`config.mk`:
```
export PLATFORM = sky130hd
export DESIGN_NAME = mem_arbiter
export DESIGN_NICKNAME = d
export VERILOG_FILES = /design/src/rtl/mem_arbiter_pkg.sv /design/src/rtl/rr_arb2.sv /design/src/rtl/mem_arbiter.sv
export SDC_FILE = /design/constraint.sdc
export NUM_CORES = 1
export LEC_CHECK = 0
export ABC_AREA = 1
export BUFFER_PORTS_ARGS = -buffer_cell sky130_fd_sc_hd__buf_2
export CAP_MARGIN = 20
export CELL_PAD_IN_SITES_DETAIL_PLACEMENT = 2
export CELL_PAD_IN_SITES_GLOBAL_PLACEMENT = 2
export CORE_MARGIN = 10
export CORE_UTILIZATION = 19
export CTS_BUF_LIST = sky130_fd_sc_hd__clkbuf_16
export CTS_CLUSTER_DIAMETER = 50
export DETAILED_ROUTE_END_ITERATION = 10
export PLACE_DENSITY = 0.83
export REMOVE_ABC_BUFFERS = 1
export SLEW_MARGIN = 20
export SYNTH_ARGS = -nofsm -noshare
export SYNTH_HDL_FRONTEND = slang
export SYNTH_HIERARCHICAL = 1
export SYNTH_SLANG_ARGS = --single-unit
```
`constraint.sdc`:
```
create_clock -name clk -period 1.7 [get_ports clk]
set_clock_uncertainty 0.1 [all_clocks]
set_input_delay 0.34 -clock clk [delete_from_list [all_inputs] [get_ports clk]]
set_output_delay 0.34 -clock clk [all_outputs]
set_load 0.005 [all_outputs]
```
`src/rtl/mem_arbiter_pkg.sv`:
```
// Shared definitions for the instruction/data memory arbiter: read-tracking
// states, port identifiers and a port-to-one-hot helper.
package mem_arbiter_pkg;

  typedef enum logic [1:0] {
    IDLE  = 2'd0,
    RD_IF = 2'd1,
    RD_DM = 2'd2
  } state_e;

  // Grant vectors use bit 0 for the fetch port and bit 1 for the data port.
  localparam logic PORT_IF = 1'b0;
  localparam logic PORT_DM = 1'b1;

  function automatic logic [1:0] port_onehot(input logic port);
    return (port == PORT_DM) ? 2'b10 : 2'b01;
  endfunction

endpackage

```
`src/rtl/rr_arb2.sv`:
```
// Two-way round-robin pick: a lone requester wins outright, a tie goes to the
// port that did not win last time.
module rr_arb2
  import mem_arbiter_pkg::*;
(
  input  logic [1:0] req_i,
  input  logic       last_grant_i,
  output logic [1:0] gnt_o
);

  always_comb begin
    gnt_o = req_i;
    if (req_i == 2'b11) begin
      gnt_o = port_onehot(~last_grant_i);
    end
  end

endmodule

```
`src/rtl/mem_arbiter.sv`:
```
// Shares one single-port memory between an instruction-fetch port and a data
// port; grants in the request cycle, read data returns one cycle later.
module mem_arbiter
  import mem_arbiter_pkg::*;
#(
  parameter int DATA_WIDTH = 32,
  parameter int ADDR_WIDTH = 32
) (
  input  logic                  clk,
  input  logic                  rst,
  input  logic                  if_req_i,
  input  logic [ADDR_WIDTH-1:0] if_addr_i,
  output logic                  if_gnt_o,
  output logic                  if_rvalid_o,
  output logic [DATA_WIDTH-1:0] if_rdata_o,
  input  logic                  dm_req_i,
  input  logic                  dm_we_i,
  input  logic [ADDR_WIDTH-1:0] dm_addr_i,
  input  logic [DATA_WIDTH-1:0] dm_wdata_i,
  output logic                  dm_gnt_o,
  output logic                  dm_rvalid_o,
  output logic [DATA_WIDTH-1:0] dm_rdata_o,
  output logic                  mem_en_o,
  output logic                  mem_we_o,
  output logic [ADDR_WIDTH-1:0] mem_addr_o,
  output logic [DATA_WIDTH-1:0] mem_wdata_o,
  input  logic [DATA_WIDTH-1:0] mem_rdata_i,
  output logic                  stall_o
);

  state_e                state_q, state_d;
  logic                  last_grant_q, last_grant_d;
  logic [DATA_WIDTH-1:0] if_rdata_q, dm_rdata_q;
  logic [1:0]            arb_gnt, gnt;

  rr_arb2 u_rr_arb2 (
    .req_i        ({dm_req_i, if_req_i}),
    .last_grant_i (last_grant_q),
    .gnt_o        (arb_gnt)
  );

  // Grants are combinational, so they are masked while reset is held.
  assign gnt      = arb_gnt & {2{rst}};
  assign if_gnt_o = gnt[0];
  assign dm_gnt_o = gnt[1];

  assign mem_en_o    = |gnt;
  assign mem_we_o    = gnt[1] & dm_we_i;
  assign mem_addr_o  = gnt[1] ? dm_addr_i : if_addr_i;
  assign mem_wdata_o = dm_wdata_i;

  assign stall_o = (if_req_i & ~gnt[0]) | (dm_req_i & ~gnt[1]);

  always_comb begin
    state_d      = IDLE;
    last_grant_d = last_grant_q;
    if (gnt[0]) begin
      state_d      = RD_IF;
      last_grant_d = PORT_IF;
    end else if (gnt[1]) begin
      state_d      = dm_we_i ? IDLE : RD_DM;
      last_grant_d = PORT_DM;
    end
  end

  always_ff @(posedge clk or negedge rst) begin
    if (!rst) begin
      state_q      <= IDLE;
      last_grant_q <= PORT_DM;
      if_rdata_q   <= '0;
      dm_rdata_q   <= '0;
    end else begin
      state_q      <= state_d;
      last_grant_q <= last_grant_d;
      if (state_q == RD_IF) if_rdata_q <= mem_rdata_i;
      if (state_q == RD_DM) dm_rdata_q <= mem_rdata_i;
    end
  end

  // Memory data is live in the response cycle; the register keeps it afterwards.
  assign if_rvalid_o = (state_q == RD_IF);
  assign dm_rvalid_o = (state_q == RD_DM);
  assign if_rdata_o  = if_rvalid_o ? mem_rdata_i : if_rdata_q;
  assign dm_rdata_o  = dm_rvalid_o ? mem_rdata_i : dm_rdata_q;

endmodule

```
==> impl_metrics.json <==
{
  "switchingPower_mw": 2.76,
  "avgSynthCellArea_um2": 7.79,
  "final.period_utilization_pct": 123,
  "drt_iter0_markers": 79,
  "startpoint": "state_q[0]",
  "h-tree-depth": 3,
  "hold_ws_ps": 86.0,
  "drive_gt1_share_pct": 70.5,
  "row_count": 49,
  "dr.pass1.iters": 4,
  "switching_share_pct": 34.4,
  "finalCriticalPeriod_ps": 2090,
  "max_freq_mhz": 478,
  "clkSinkCount": 67,
  "setup_tns_ps": -27060,
  "endpoint": "if_rdata_o[3]",
  "dieArea_um2": 23800,
  "total_power_mw": 8.02,
  "ys_seq_elements": 67,
  "viasPerCell": 4.48,
  "drcViolationCount": 0,
  "path_clk_slew_ps": 60,
  "placed_cells": 833,
  "initial_utilization_pct": 19.2,
  "worstSkewPairLatency_ps": 340,
  "overflow": 0,
  "detail-route-antenna-nets": 0,
  "status": "finished, violations left",
  "die_y_um": 154,
  "grt_max_degree": 68,
  "grt_use_total_pct": 17.6,
  "syn_inst": 440,
  "synth_largest_area_cell": "dfrtp_1",
  "pwr-share-comb_pct": 47.0,
  "worst_pin_slew_ps": 395,
  "reg2reg_slack_ps": -250,
  "rr_worst_depth": 11,
  "reg2reg_from": "state_q[1]",
  "wire_per_inst_um": 24.0,
  "routed_wl_mm": 23.0,
  "nFillCells": 1924,
  "vias": 4290,
  "antennaDiodeCount": 0,
  "maxSlewHeadroom_pct": 73.7,
  "start_kind": "flop",
  "grt_pass1_vias": 5166,
  "dieWidth_um": 154,
  "yosys_warnings": 6,
  "antenna_found_initial": 0,
  "cp_max_fo": 7,
  "gp_congestion": 0.701,
  "portBuffers": 203,
  "p_int_mw": 5.26,
  "nNetsFinal": 857,
  "hold_class": "in2async",
  "p_seq_share_pct": 29.3,
  "clk_path_buf_depth": 2,
  "worstPathArrival_ps": 1650,
  "power.density_nw_per_um2": 1100,
  "violations": "negative setup slack",
  "area_growth_pct": 113,
  "critPathCaptureType": "output port",
  "r2r_end": "if_rdata_q[23]",
  "report.final.hold_viol_count": 0,
  "synth_cell_types": 15,
  "hpwl_mm": 12.8,
  "ioPinCount": 268,
  "cts_tree": "done",
  "slew_viol_final": 0,
  "rsz0062_at_grt": "true",
  "cts_made_buffers": 9,
  "core-area_um2": 17800,
  "synthTopCellsByArea": "dfrtp_1 (48%), nand2_1 (26%), nand3_1 (9.5%), buf_4 (8.3%), buf_6 (3.6%)",
  "setup_viol": 106,
  "pre_cts_ws_ps": -11.4,
  "ys_seq_area_share_pct": 49.0,
  "synth_top_area_share_pct": 48.2,
  "netlist_area_um2": 3430,
  "p_leak_nw": 3.72,
  "fin_cells": 958,
  "power.ir.vdd_worst_v": 0.000423,
  "cp.required_ps": 1260,
  "crit_type": "reg2out",
  "root_buffer": "clkbuf_16",
  "grt_pass1_wl_mm": 32.1,
  "cap_viol_max_count": 0,
  "clkPwrFrac_pct": 23.8,
  "setup_ws_ps": -394
}
[registers in the layout, indices dropped and copies added (netlist names)]
name          cells
state_q           2
if_rdata_q       32
last_grant_q      1
dm_rdata_q       32
[Yosys cell counts]
library cell / number
dfrtp_1: 66
inv_4: 1
inv_6: 1
inv_2: 1
buf_4: 38
nand3_1: 65
a21oi_1: 1
nand2_1: 234
inv_1: 7
dfstp_2: 1
nor3_2: 1
buf_6: 11
nor2_1: 1
buf_2: 10
nand2_4: 2
[repair_timing]
item / in CTS / in global routing
gates resized for setup: 192 / 191
setup buffers: 82 / 43
hold buffers: 0 / 0
pin swaps: 33 / 69
endpoints found under the setup margin: 103 / 110
gates cloned: 9 / 2
[power by group through the flow]
stage | sequential, mW | clock (mW) | combinational [mW]
floorplan | 2.15 | 0 | 0.652
global placement | 2.14 | 0 | 1.62
detailed placement | 2.17 | 0 | 1.68
CTS | 2.21 | 1.93 | 2.86
global route | 2.39 | 2.04 | 4.07
finish | 2.35 | 1.91 | 3.77
[through the flow]
stage / instance area [um2] / util, %
finish: 7310 / 41.0
global placement: 4500 / 25.2
CTS: 6360 / 35.7
floorplan: 2970 / -
detailed placement: 4500 / 25.2
global route: 7310 / 41.0
[worst min-delay path by stage]
stage	startpoint	to	slack (ps)	depth (start not counted)
floorplan	rst	dm_rdata_q[0]	-60	0
detailed placement	dm_rdata_q[28]	dm_rdata_q[28]	350	2
finish	rst	state_q[1]	90	3
global route	dm_we_i	state_q[1]	80	2
global placement	if_rdata_q[25]	if_rdata_q[25]	350	2
CTS	dm_we_i	state_q[1]	80	2
[cell families (layout without fill, tap and decap cells)]
logic type / after synthesis / after routing / synth area share, %
AND/OR/NAND/NOR: 303 / 307 / 36.2
buffers and inverters: 69 / 354 / 14.7
AO/OA/AOI/OAI: 1 / 1 / 0.146
flip-flops: 67 / 67 / 49.0
[worst max-delay path: stages, from the launching register on]
cell and delay (ps):
dfrtp_2 480, buf_12 150, nand2_8 60, buf_12 130
buf_12 130, nand2_1 100, nand2_2 120, buf_2 130
[placed cells by master, fill, tap and decap left out, types with 3 or more instances in the layout]
master     instances
buf_16             3
nand3_1           34
buf_6             81
clkbuf_16         11
nand2_2           46
nand3_4           10
nand2_4           78
dfrtp_1           64
nand3_2           21
buf_4             72
clkinv_1           3
buf_2            150
nand2_1          109
buf_12            14
nand2_8            7
inv_1              5
buf_8              6
[per-layer routing]
layer | share of wire [%] | vias up | global-route usage, %
li1 | - | 1919 | -
met1 | 37 | 2140 | 18.6
met2 | 53 | 215 | 31.0
met3 | 9.5 | 16 | 8.24
met4 | 0.81 | 0 | 4.00
met5 | 0 | - | 0.431
[final cells by class]
type / instances / area, um2 / area share, %
clock buffer: 9 / 225 / 3.08
clock inverter: 7 / 58.8 / 0.804
inverter: 10 / 52.6 / 0.719
multi-input combinational: 308 / 2300 / 31.5
sequential: 67 / 1680 / 23.0
tap: 229 / 287 / 3.92
timing repair buffer: 328 / 2710 / 37.0
No activity file was read; power rests on OpenSTA's default activity.
